### config.mk
export PLATFORM = sky130hd
export DESIGN_NAME = fruit_draw_control_flat
export DESIGN_NICKNAME = d
export VERILOG_FILES = /design/src/rtl/fruit_draw_if.sv /design/src/rtl/fruit_draw_control.sv /design/src/flat_wrapper.sv
export SDC_FILE = /design/constraint.sdc
export NUM_CORES = 1
export LEC_CHECK = 0
export CAP_MARGIN = 20
export CORE_MARGIN = 3
export CORE_UTILIZATION = 50
export CTS_CLUSTER_DIAMETER = 200
export CTS_CLUSTER_SIZE = 12
export DETAILED_ROUTE_END_ITERATION = 10
export GPL_TIMING_DRIVEN = 1
export HOLD_SLACK_MARGIN = 0.08
export PLACE_DENSITY = 0.82
export RECOVER_POWER = 25
export SYNTH_ARGS = -nofsm -noshare
export SYNTH_HDL_FRONTEND = slang
export SYNTH_SLANG_ARGS = --single-unit
### constraint.sdc
create_clock -name clock -period 2.5 [get_ports clock]
set_input_delay 0.5 -clock clock [delete_from_list [all_inputs] [get_ports clock]]
set_output_delay 0.5 -clock clock [all_outputs]
set_load 0.005 [all_outputs]
### src/rtl/fruit_draw_if.sv
// Control/status bundle between the fruit frame sequencer and its datapath/VGA side.
interface fruit_draw_if;
  logic        go;
  logic        frame_tick;
  logic        pause;
  logic        ld_background;
  logic        ld_xy;
  logic        new_fruit;
  logic [3:0]  counter4bit;
  logic [6:0]  counter7bit;
  logic [15:0] bg_counter;
  logic        plot;
  logic        busy;
  logic        frame_done;

  modport master (
    input  go, frame_tick, pause,
    output ld_background, ld_xy, new_fruit, counter4bit, counter7bit,
           bg_counter, plot, busy, frame_done
  );

  modport slave (
    output go, frame_tick, pause,
    input  ld_background, ld_xy, new_fruit, counter4bit, counter7bit,
           bg_counter, plot, busy, frame_done
  );
endinterface

### src/rtl/fruit_draw_control.sv
// Frame sequencer: background sweep, 4x4 fruit sprite, then wait for a frame tick and step the fall.
// Optional macro FRUIT_PAUSE_EN: a tick with pause=1 redraws the frame without stepping the fall.
module fruit_draw_control #(
  parameter int X_MAX      = 159,
  parameter int Y_MAX      = 119,
  parameter int FALL_STEP  = 1,
  parameter int FALL_MAX   = 100,
  parameter int PLOT_DELAY = 2
) (
  input  logic          clock,
  input  logic          resetn,
  fruit_draw_if.master  bus
);

  localparam logic [7:0] X_LAST = 8'(X_MAX);
  localparam logic [6:0] Y_LAST = 7'(Y_MAX);
  localparam logic [7:0] F_LAST = 8'(FALL_MAX);

  typedef enum logic [2:0] {S_IDLE, S_BG, S_FRUIT, S_WAIT, S_STEP} state_t;

  state_t                state, state_nx;
  logic [7:0]            x_q, x_nx;
  logic [6:0]            y_q, y_nx;
  logic [3:0]            idx_q, idx_nx;
  logic [6:0]            fall_q, fall_nx;
  logic                  spawn_q, spawn_nx;
  logic                  ld_bg_q, ld_bg_nx;
  logic                  ld_xy_q, ld_xy_nx;
  logic                  new_fruit_q, new_fruit_nx;
  logic                  busy_q, busy_nx;
  logic                  done_q, done_nx;
  logic [PLOT_DELAY-1:0] plot_pipe;
  logic [7:0]            fall_sum;

  // Sum is one bit wider than the offset so the wrap test cannot overflow.
  function automatic logic [7:0] fall_add(input logic [6:0] cur);
    return {1'b0, cur} + 8'(FALL_STEP);
  endfunction

  assign fall_sum = fall_add(fall_q);

`ifndef FRUIT_PAUSE_EN
  logic unused_pause;
  assign unused_pause = bus.pause;
`endif

  always_comb begin
    state_nx     = state;
    x_nx         = x_q;
    y_nx         = y_q;
    idx_nx       = idx_q;
    fall_nx      = fall_q;
    spawn_nx     = spawn_q;
    ld_bg_nx     = 1'b0;
    ld_xy_nx     = 1'b0;
    new_fruit_nx = 1'b0;
    done_nx      = 1'b0;
    case (state)
      S_IDLE: begin
        if (bus.go) begin
          state_nx = S_BG;
          x_nx     = '0;
          y_nx     = '0;
          ld_bg_nx = 1'b1;
        end
      end
      S_BG: begin
        if (x_q == X_LAST) begin
          if (y_q == Y_LAST) begin
            // Last pixel stays on bg_counter while the sprite is drawn.
            state_nx     = S_FRUIT;
            idx_nx       = '0;
            ld_xy_nx     = 1'b1;
            new_fruit_nx = spawn_q;
          end else begin
            x_nx     = '0;
            y_nx     = y_q + 7'd1;
            ld_bg_nx = 1'b1;
          end
        end else begin
          x_nx     = x_q + 8'd1;
          ld_bg_nx = 1'b1;
        end
      end
      S_FRUIT: begin
        if (idx_q == 4'd15) begin
          state_nx = S_WAIT;
          idx_nx   = '0;
          done_nx  = 1'b1;
          spawn_nx = 1'b0;
        end else begin
          idx_nx       = idx_q + 4'd1;
          ld_xy_nx     = 1'b1;
          new_fruit_nx = spawn_q;
        end
      end
      S_WAIT: begin
        if (!bus.go) begin
          state_nx = S_IDLE;
        end else if (bus.frame_tick) begin
`ifdef FRUIT_PAUSE_EN
          if (bus.pause) begin
            state_nx = S_BG;
            x_nx     = '0;
            y_nx     = '0;
            ld_bg_nx = 1'b1;
          end else begin
            state_nx = S_STEP;
          end
`else
          state_nx = S_STEP;
`endif
        end
      end
      S_STEP: begin
        if (fall_sum > F_LAST) begin
          fall_nx  = '0;
          spawn_nx = 1'b1;
        end else begin
          fall_nx = fall_sum[6:0];
        end
        state_nx = S_BG;
        x_nx     = '0;
        y_nx     = '0;
        ld_bg_nx = 1'b1;
      end
      default: state_nx = S_IDLE;
    endcase
    busy_nx = (state_nx == S_BG) || (state_nx == S_FRUIT);
  end

  always_ff @(posedge clock or negedge resetn) begin
    if (!resetn) begin
      state       <= S_IDLE;
      x_q         <= '0;
      y_q         <= '0;
      idx_q       <= '0;
      fall_q      <= '0;
      spawn_q     <= 1'b1;
      ld_bg_q     <= 1'b0;
      ld_xy_q     <= 1'b0;
      new_fruit_q <= 1'b0;
      busy_q      <= 1'b0;
      done_q      <= 1'b0;
      plot_pipe   <= '0;
    end else begin
      state       <= state_nx;
      x_q         <= x_nx;
      y_q         <= y_nx;
      idx_q       <= idx_nx;
      fall_q      <= fall_nx;
      spawn_q     <= spawn_nx;
      ld_bg_q     <= ld_bg_nx;
      ld_xy_q     <= ld_xy_nx;
      new_fruit_q <= new_fruit_nx;
      busy_q      <= busy_nx;
      done_q      <= done_nx;
      // Plot delay line runs in every state so trailing strobes drain after the frame.
      plot_pipe   <= (plot_pipe << 1) | PLOT_DELAY'(ld_bg_q | ld_xy_q);
    end
  end

  assign bus.ld_background = ld_bg_q;
  assign bus.ld_xy         = ld_xy_q;
  assign bus.new_fruit     = new_fruit_q;
  assign bus.counter4bit   = idx_q;
  assign bus.counter7bit   = fall_q;
  assign bus.bg_counter    = {1'b0, y_q, x_q};
  assign bus.plot          = plot_pipe[PLOT_DELAY-1];
  assign bus.busy          = busy_q;
  assign bus.frame_done    = done_q;

endmodule

### src/flat_wrapper.sv
// flat-port wrapper written by rule: the top's interface ports become plain ports
module fruit_draw_control_flat 
#(
  parameter int X_MAX      = 159,
  parameter int Y_MAX      = 119,
  parameter int FALL_STEP  = 1,
  parameter int FALL_MAX   = 100,
  parameter int PLOT_DELAY = 2
)
  (clock, resetn, bus_go, bus_frame_tick, bus_pause, bus_ld_background, bus_ld_xy, bus_new_fruit, bus_counter4bit, bus_counter7bit, bus_bg_counter, bus_plot, bus_busy, bus_frame_done);
  fruit_draw_if bus_i ();
  input  logic clock;
  input  logic resetn;
  input wire logic [$bits(bus_i.go)-1:0] bus_go;
  input wire logic [$bits(bus_i.frame_tick)-1:0] bus_frame_tick;
  input wire logic [$bits(bus_i.pause)-1:0] bus_pause;
  output wire logic [$bits(bus_i.ld_background)-1:0] bus_ld_background;
  output wire logic [$bits(bus_i.ld_xy)-1:0] bus_ld_xy;
  output wire logic [$bits(bus_i.new_fruit)-1:0] bus_new_fruit;
  output wire logic [$bits(bus_i.counter4bit)-1:0] bus_counter4bit;
  output wire logic [$bits(bus_i.counter7bit)-1:0] bus_counter7bit;
  output wire logic [$bits(bus_i.bg_counter)-1:0] bus_bg_counter;
  output wire logic [$bits(bus_i.plot)-1:0] bus_plot;
  output wire logic [$bits(bus_i.busy)-1:0] bus_busy;
  output wire logic [$bits(bus_i.frame_done)-1:0] bus_frame_done;
  assign bus_i.go = bus_go;
  assign bus_i.frame_tick = bus_frame_tick;
  assign bus_i.pause = bus_pause;
  assign bus_ld_background = bus_i.ld_background;
  assign bus_ld_xy = bus_i.ld_xy;
  assign bus_new_fruit = bus_i.new_fruit;
  assign bus_counter4bit = bus_i.counter4bit;
  assign bus_counter7bit = bus_i.counter7bit;
  assign bus_bg_counter = bus_i.bg_counter;
  assign bus_plot = bus_i.plot;
  assign bus_busy = bus_i.busy;
  assign bus_frame_done = bus_i.frame_done;
  fruit_draw_control #(.X_MAX(X_MAX), .Y_MAX(Y_MAX), .FALL_STEP(FALL_STEP), .FALL_MAX(FALL_MAX), .PLOT_DELAY(PLOT_DELAY)) u_core (.clock(clock), .resetn(resetn), .bus(bus_i));
endmodule
==> results of run 1 <==
critical path, stage by stage (launching register included):
cell	delay, ns
sky130_fd_sc_hd__dfrtp_1	0.43
sky130_fd_sc_hd__ha_1	0.24
sky130_fd_sc_hd__nand4_1	0.20
sky130_fd_sc_hd__nor4_4	0.43
sky130_fd_sc_hd__o21ai_2	0.17
sky130_fd_sc_hd__or3_1	0.39
report_power, final:
group	internal, mW	leakage [nW]	switching (mW)	total [mW]
Combinational	0.322	0.479	0.243	0.565
Sequential	0.721	0.472	0.149	0.870
Clock	0.219	0.0443	0.199	0.417
Total	1.26	0.995	0.590	1.85
stage by stage:
| step | utilization, % | hold WS, ns |
|---|---|---|
| 2_1_floorplan | - | 0.204 |
| 3_3_place_gp | 63.2 | 0.336 |
| 3_5_place_dp | 63.2 | 0.347 |
| 4_1_cts | 65.5 | 0.326 |
| 5_1_grt | 65.5 | 0.361 |
| 6_report | 65.5 | 0.358 |
layout make-up:
class | instances | area, sq um | share of cell area (%)
Inverter | 8 | 30.0 | 1.22
Multi-Input combinational cell | 154 | 990 | 40.4
Sequential cell | 37 | 927 | 37.8
Timing Repair Buffer | 37 | 359 | 14.6
Tap cell | 48 | 60.1 | 2.45
Clock buffer | 7 | 86.3 | 3.52
sequential cells by signal, summed over array words and instances, names as in the netlist, 2 cells and up:
register,cells
u_core.y_q,7
u_core.plot_pipe,2
u_core.bus.counter7bit,7
u_core.state,3
u_core.bus.counter4bit,4
u_core.x_q,8
cells in the mapped netlist, types with 4 or more instances:
| library cell | count |
|---|---|
| sky130_fd_sc_hd__dfrtp_1 | 36 |
| sky130_fd_sc_hd__nand2_1 | 22 |
| sky130_fd_sc_hd__nand3_1 | 17 |
| sky130_fd_sc_hd__o21ai_0 | 14 |
| sky130_fd_sc_hd__nand4_1 | 9 |
| sky130_fd_sc_hd__nor2_1 | 9 |
| sky130_fd_sc_hd__inv_1 | 8 |
| sky130_fd_sc_hd__a31oi_1 | 7 |
| sky130_fd_sc_hd__a21oi_1 | 6 |
| sky130_fd_sc_hd__ha_1 | 4 |
| sky130_fd_sc_hd__nor3_1 | 4 |
| sky130_fd_sc_hd__xor2_1 | 4 |
metal layers:
metal | vias to the layer above | wire length (microns)
met1 | 847 | 2010
met2 | 60 | 2140
met3 | 6 | 270
met5 | - | 0
li1 | 850 | -
met4 | 0 | 38
logic make-up (layout without fill, tap and decap cells):
group | after synthesis | count (layout) | share of synthesized area (%)
simple gates | 94 | 94 | 27.9
compound gates | 49 | 49 | 16.4
flops | 37 | 37 | 46.5
buf+inv | 17 | 52 | 3.83
xor+xnor | 5 | 5 | 2.20
fa+ha+maj | 4 | 4 | 2.51
other cells | 1 | 1 | 0.188
mux | 1 | 1 | 0.502
placed cells by master (no fill, tap or decap), types with 4 or more instances in the layout:
master	netlist	layout
sky130_fd_sc_hd__nand2_1	22	22
sky130_fd_sc_hd__inv_1	8	8
sky130_fd_sc_hd__clkbuf_8	0	6
sky130_fd_sc_hd__clkdlybuf4s50_1	0	34
sky130_fd_sc_hd__dfrtp_1	36	36
sky130_fd_sc_hd__o21ai_0	14	14
sky130_fd_sc_hd__nor2_1	9	9
sky130_fd_sc_hd__nand4_1	9	9
sky130_fd_sc_hd__xor2_1	4	4
sky130_fd_sc_hd__nand3_1	17	17
sky130_fd_sc_hd__a21oi_1	6	6
sky130_fd_sc_hd__a31oi_1	7	7
sky130_fd_sc_hd__ha_1	4	4
sky130_fd_sc_hd__nor3_1	4	4
path summary, 6_finish.rpt:
check / to / slack [ns] / from / cells past startpoint
min in group asynchronous: u_core.bus.counter7bit[6] / 0.72 / resetn / 1
max reg2reg: u_core.state[0] / 0.51 / u_core.y_q[1] / 5
min: u_core.plot_pipe[1] / 0.36 / u_core.plot_pipe[0] / 0
max in group asynchronous: u_core.y_q[4] / 0.70 / resetn / 1
max: u_core.state[0] / 0.51 / u_core.y_q[1] / 5
min reg2reg: u_core.plot_pipe[1] / 0.36 / u_core.plot_pipe[0] / 0
==> impl_summary.txt, run 1 <==
----------------------------------------------------
[STA]
  Min cycle time layout ... 1.99 ns
  Total negative slack for setup checks ... 0 ns
  Unrepaired setup endpoints after global routing ... false
  Hold Fails Final Rpt ... 0
  Final worst clock skew ... 0.00382 ns
  Final Slew Violations ... 38
  Slew at the pin closest to its max-slew limit ... 1.88 ns
  Final setup vio count ... 0
  Post-route clock period utilization ... 79.6%
  Peak clock frequency supported by timing ... 0.503 GHz
  Setup slack after layout ... 0.511 ns
  Remaining max-slew budget at the tightest pin ... -25.4%

[Floorplan]
  Die outline area ... 4780 sq um
  Count of boundary I/O pins ... 38
  Die Width ... 69.1 microns
  Die boundary height ... 69.1 microns
  Row count ... 22
  Initial core utilization ... 53.2%
  Core region area ... 3740 sq um

[GRT]
  Initial antenna violation count ... 0
  Met2 Resource Use GR ... 30.5%
  GRT Residual Overflow ... 0
  GR Util All Layers ... 20.1%
  GRT met1 Usage ... 27.6%
  Most Used Layer, Global Route ... met2
  Met3 usage in global routing ... 6.27%
  Via count of the first global-routing pass ... 1647
  Maximum number of pins on one net before global-route repair ... 38
  Global-route wire length before repair ... 7870 microns

[CTS]
  Maximum buffer depth of the clock tree ... 2
  Total of cells resized after clock tree synthesis ... 0
  # hold bufs at CTS ... 0
  Root Buffer ... sky130_fd_sc_hd__clkbuf_8
  Register clock-pin slew on the reported worst setup and hold paths ... 0.07 ns
  Clock buffer count from CTS ... 5
  Number of post-CTS setup repair buffers ... 0
  TritonCTS clock tree ... built
  H-tree lvl count ... 2
  Clock insertion delay at the later pin of the skew report ... 0.29 ns
  # clock sinks ... 37

[Synth]
  Share of flip-flops with an asynchronous set or reset ... 100%
  Number of synthesized flops with an enable pin ... 0
  Library cell occupying the most area in the post-synthesis netlist ... sky130_fd_sc_hd__dfrtp_1
  Synth Cell Area ... 1990 sq um
  Synthesized area divided by synthesized cell count ... 9.58 sq um
  Post-synth top area share ... 45.2%
  Post-synthesis net count ... 217
  Gate count after technology mapping ... 208
  Primary FF master, synth ... sky130_fd_sc_hd__dfrtp_1
  Yosys synthesis warning count ... 0
  Synth area leaders ... sky130_fd_sc_hd__dfrtp_1 (45%), sky130_fd_sc_hd__nand3_1 (4.3%), sky130_fd_sc_hd__nand2_1 (4.1%)
  Unique cell type count in the Yosys netlist ... 57
  Register area share after synthesis ... 46.5%
  Register bit count reported by yosys ... 37

[Final layout]
  Filler Cell Count ... 328
  Antenna Diode Count ... 0
  Post-route cell area ... 2450 sq um
  Layout Cells excl Fill ... 291
  Number of nets in the layout ... 252
  Area delta synth->final ... 23.0%
  Share of final-layout standard cells stronger than drive strength 1 ... 8.23%

[Placed design]
  Worst slack at placement ... 0.547 ns
  Gp weighted congestion ... 0.910
  Post-detail-place hpwl ... 3130 microns
  Total placed cells including tap cells ... 284
  Port buffer count ... 35
  Placed inst area ... 2370 sq um

[Setup path]
  WP data arrival ... 2.16 ns
  Start-to-end type of the worst setup path ... reg2reg
  CP startpoint kind ... flop
  Peak fanout along the critical path ... 7
  Critical Path End Type ... flop
  Worst path required time ... 2.67 ns

[Route]
  Detailed-route DRC error count ... 0
  Iteration-0 DRC Markers ... 118
  Via-per-instance ratio ... 6.06
  Count of vias placed by the detailed router ... 1763
  Routed length per placed instance ... 15.3 microns
  Detailed-route wire length ... 4460 microns
  ANT nets after route ... 0
  First drt pass iteration count ... 4

[Pwr]
  Pwr Density ... 755 nW/um^2
  Total power draw ... 1.85 mW
  Max IR drop VDD ... 474 uV
  Leakage power ... 0.995 nW

[Run status]
  Violations in the final reports ... capacitance limit, slew limit
  Outcome ... finished with violations

[Job]
  Max-cap violations ... 1

[Min path]
  Type of the tightest min-delay check ... reg2reg

----------------------------------------------------
Note: power is estimated with default switching activity, not from simulation.
==> run 2: changes to the inputs <==
Settings changed: CORE_UTILIZATION 50 to 47, PLACE_DENSITY 0.82 to 0.81.
Clock period 2.5 ns to 1.7 ns, I/O delays scaled along.
==> run 2 against run 1 <==
Compared with the run above: the run now ends clean; via count is 6.1% higher; utilization increased by 2.9 points; register-to-register slack got worse by 0.48 ns; critical path depth up 1; clock-buffer cell count stayed put; first-iteration DRC count grew 95%; non-clock buffer count rose by 32; hold slack got worse by 0.0028 ns; worst setup slack got worse by 0.48 ns; critical path type unchanged; highest routed layer unchanged.
==> impl_summary.txt, run 2 (synthesized netlist as in run 1, its figures left out) <==
----------------------------------------------------
[STA]
  Post-route clock period utilization ... 98.2%
  Slew at the pin closest to its max-slew limit ... 0.899 ns
  Min cycle time layout ... 1.67 ns
  Final Slew Violations ... 0
  Post-route worst hold slack ... 0.355 ns
  Hold Fails Final Rpt ... 0
  Remaining max-slew budget at the tightest pin ... 40.0%
  Unrepaired setup endpoints after global routing ... true
  Final setup vio count ... 0
  Peak clock frequency supported by timing ... 0.599 GHz
  Final worst clock skew ... 0.0105 ns
  Total negative slack for setup checks ... 0 ns

[Setup path]
  Slowest-stage cell, CP ... sky130_fd_sc_hd__dfrtp_1
  Worst path required time ... 1.91 ns
  CP startpoint kind ... flop
  Crit path largest cell delay ... 0.41 ns
  Worst-path cell chain ... ha_4, and4bb_2, buf_4, a21oi_4, a31oi_1, a31oi_1
  Most repeated library cell on the critical path ... sky130_fd_sc_hd__a31oi_1
  Start of the worst register-to-register path ... u_core.x_q[0]
  Reg-to-Reg End ... u_core.x_q[3]
  Buffering stage count on the worst path with inverters included ... 1
  Start-to-end type of the worst setup path ... reg2reg
  Critical Path End Type ... flop
  Peak fanout along the critical path ... 7
  R2r setup slk ... 0.03 ns
  WP data arrival ... 1.88 ns
  Cell family with most CP delay ... compound AO/OA/AOI/OAI gates
  R2R cell count ... 6

[CTS]
  H-tree lvl count ... 2
  TritonCTS clock tree ... built
  Root Buffer ... sky130_fd_sc_hd__clkbuf_8
  # hold bufs at CTS ... 0
  Clock insertion delay at the later pin of the skew report ... 0.30 ns
  Maximum buffer depth of the clock tree ... 2
  # clock sinks ... 37
  Clock buffer count from CTS ... 5
  Register clock-pin slew on the reported worst setup and hold paths ... 0.07 ns

[GRT]
  GR Util All Layers ... 20.7%
  GRT Residual Overflow ... 0
  Via count of the first global-routing pass ... 1787
  Initial antenna violation count ... 0
  Global-route wire length before repair ... 8290 microns
  Maximum number of pins on one net before global-route repair ... 38

[Min path]
  Launch point of the worst hold path ... u_core.plot_pipe[0]
  Hold Crit Depth ... 0
  Type of the tightest min-delay check ... reg2reg
  Endpoint, Worst Hold ... u_core.plot_pipe[1]

[Route]
  Routed length per placed instance ... 15.4 microns
  Detailed-route DRC error count ... 0
  ANT nets after route ... 0
  Via-per-instance ratio ... 5.74
  Count of vias placed by the detailed router ... 1871
  Detailed-route wire length ... 5030 microns
  Iteration-0 DRC Markers ... 230
  First drt pass iteration count ... 4

[Pwr]
  Pwr Density ... 1140 nW/um^2
  Leakage power ... 1.19 nW
  Max IR drop VDD ... 615 uV

[Floorplan]
  Row count ... 23
  Initial core utilization ... 49.1%
  Die Width ... 71.1 microns
  Die outline area ... 5060 sq um
  Die boundary height ... 71.1 microns
  Core region area ... 4060 sq um
  Count of boundary I/O pins ... 38

[Final layout]
  Area delta synth->final ... 39.3%
  Number of nets in the layout ... 284
  Antenna Diode Count ... 0
  Largest register by flop count ... u_core.x_q
  Share of final-layout standard cells stronger than drive strength 1 ... 22.1%
  Sequential cell area ... 933 sq um
  Filler Cell Count ... 309
  Commonest non-fill, non-tap cells in the layout ... sky130_fd_sc_hd__clkdlybuf4s50_1 (32), sky130_fd_sc_hd__buf_4 (32), sky130_fd_sc_hd__dfrtp_1 (31)
  Footprint of the multi-input gates ... 1020 sq um
  Flip-flop count of the largest register after layout ... 8

[Placed design]
  Post-detail-place hpwl ... 3590 microns
  Port buffer count ... 35
  Gp weighted congestion ... 0.871

[Job]
  Max-cap violations ... 0

[Run status]
  Outcome ... complete, no violations

----------------------------------------------------
run 2: cell count changes in the layout (fill, tap and decap cells not counted), moves of 2 or more:
| cell | previous run | this run |
|---|---|---|
| sky130_fd_sc_hd__clkdlybuf4s50_1 | 34 | 32 |
| sky130_fd_sc_hd__dlymetal6s2s_1 | 0 | 2 |
| sky130_fd_sc_hd__ha_1 | 4 | 2 |
| sky130_fd_sc_hd__dfrtp_1 | 36 | 31 |
| sky130_fd_sc_hd__buf_4 | 2 | 32 |
| sky130_fd_sc_hd__dfrtp_2 | 0 | 5 |
run 2: per-layer routing:
layer / up-vias / track usage [%] / share of wire [%]
met2: 60 / 33.7 / 48
met4: 0 / 8.77 / 2.8
met3: 13 / 4.83 / 5.0
met1: 889 / 26.5 / 45
met5: - / 0 / 0
li1: 909 / - / -
run 2: worst max-delay path by stage:
| stage | start | to | cells past startpoint |
|---|---|---|---|
| after floorplan | u_core.x_q[1] | u_core.y_q[3] | 5 |
| after global placement | u_core.x_q[0] | u_core.y_q[3] | 5 |
| after detailed placement | u_core.x_q[0] | u_core.y_q[3] | 5 |
| after CTS | u_core.x_q[0] | u_core.y_q[3] | 5 |
| after global routing | u_core.y_q[1] | u_core.x_q[3] | 6 |
| final | u_core.x_q[0] | u_core.x_q[3] | 6 |
run 2: cell type report:
type | count | share of cell area (%)
timing repair buffer | 69 | 22.0
clock buffer | 7 | 3.11
clock inverter | 1 | 1.08
tap | 50 | 2.25
sequential | 37 | 33.6
multi-input combinational | 154 | 36.8
inverter | 8 | 1.08
run 2: per-stage QoR:
step / total power [mW] / utilization, % / setup slack (ns) / instance area, sq um / std cells
5_1_grt: 3.33 / 68.4 / -0.0286 / 2780 / 326
3_5_place_dp: 2.31 / 64.6 / 0.0124 / 2620 / 317
4_1_cts: 3.11 / 67.6 / -0.0104 / 2740 / 325
2_1_floorplan: 1.66 / - / 0.00791 / 2000 / 208
3_3_place_gp: 2.26 / 64.6 / 0.0692 / 2620 / 317
6_report: 3.15 / 68.4 / 0.0314 / 2780 / 326
run 2: what timing repair did:
item,in CTS,in global routing
pin swaps,0,3
gates resized for setup,3,12
buffers inserted,0,1
hold endpoints to repair,0,0
endpoints found under the setup margin,4,17
run 2: power breakdown:
group	internal (mW)	switching [mW]	leakage, nW
Combinational	0.637	0.473	0.666
Clock	0.478	0.307	0.0585
Sequential	1.06	0.197	0.465
==> run 3: changes to the inputs <==
Settings changed: SLEW_MARGIN set to 20.
==> results of run 3 <==
No change in the layout: final DEF, timing and power equal those of run 2.
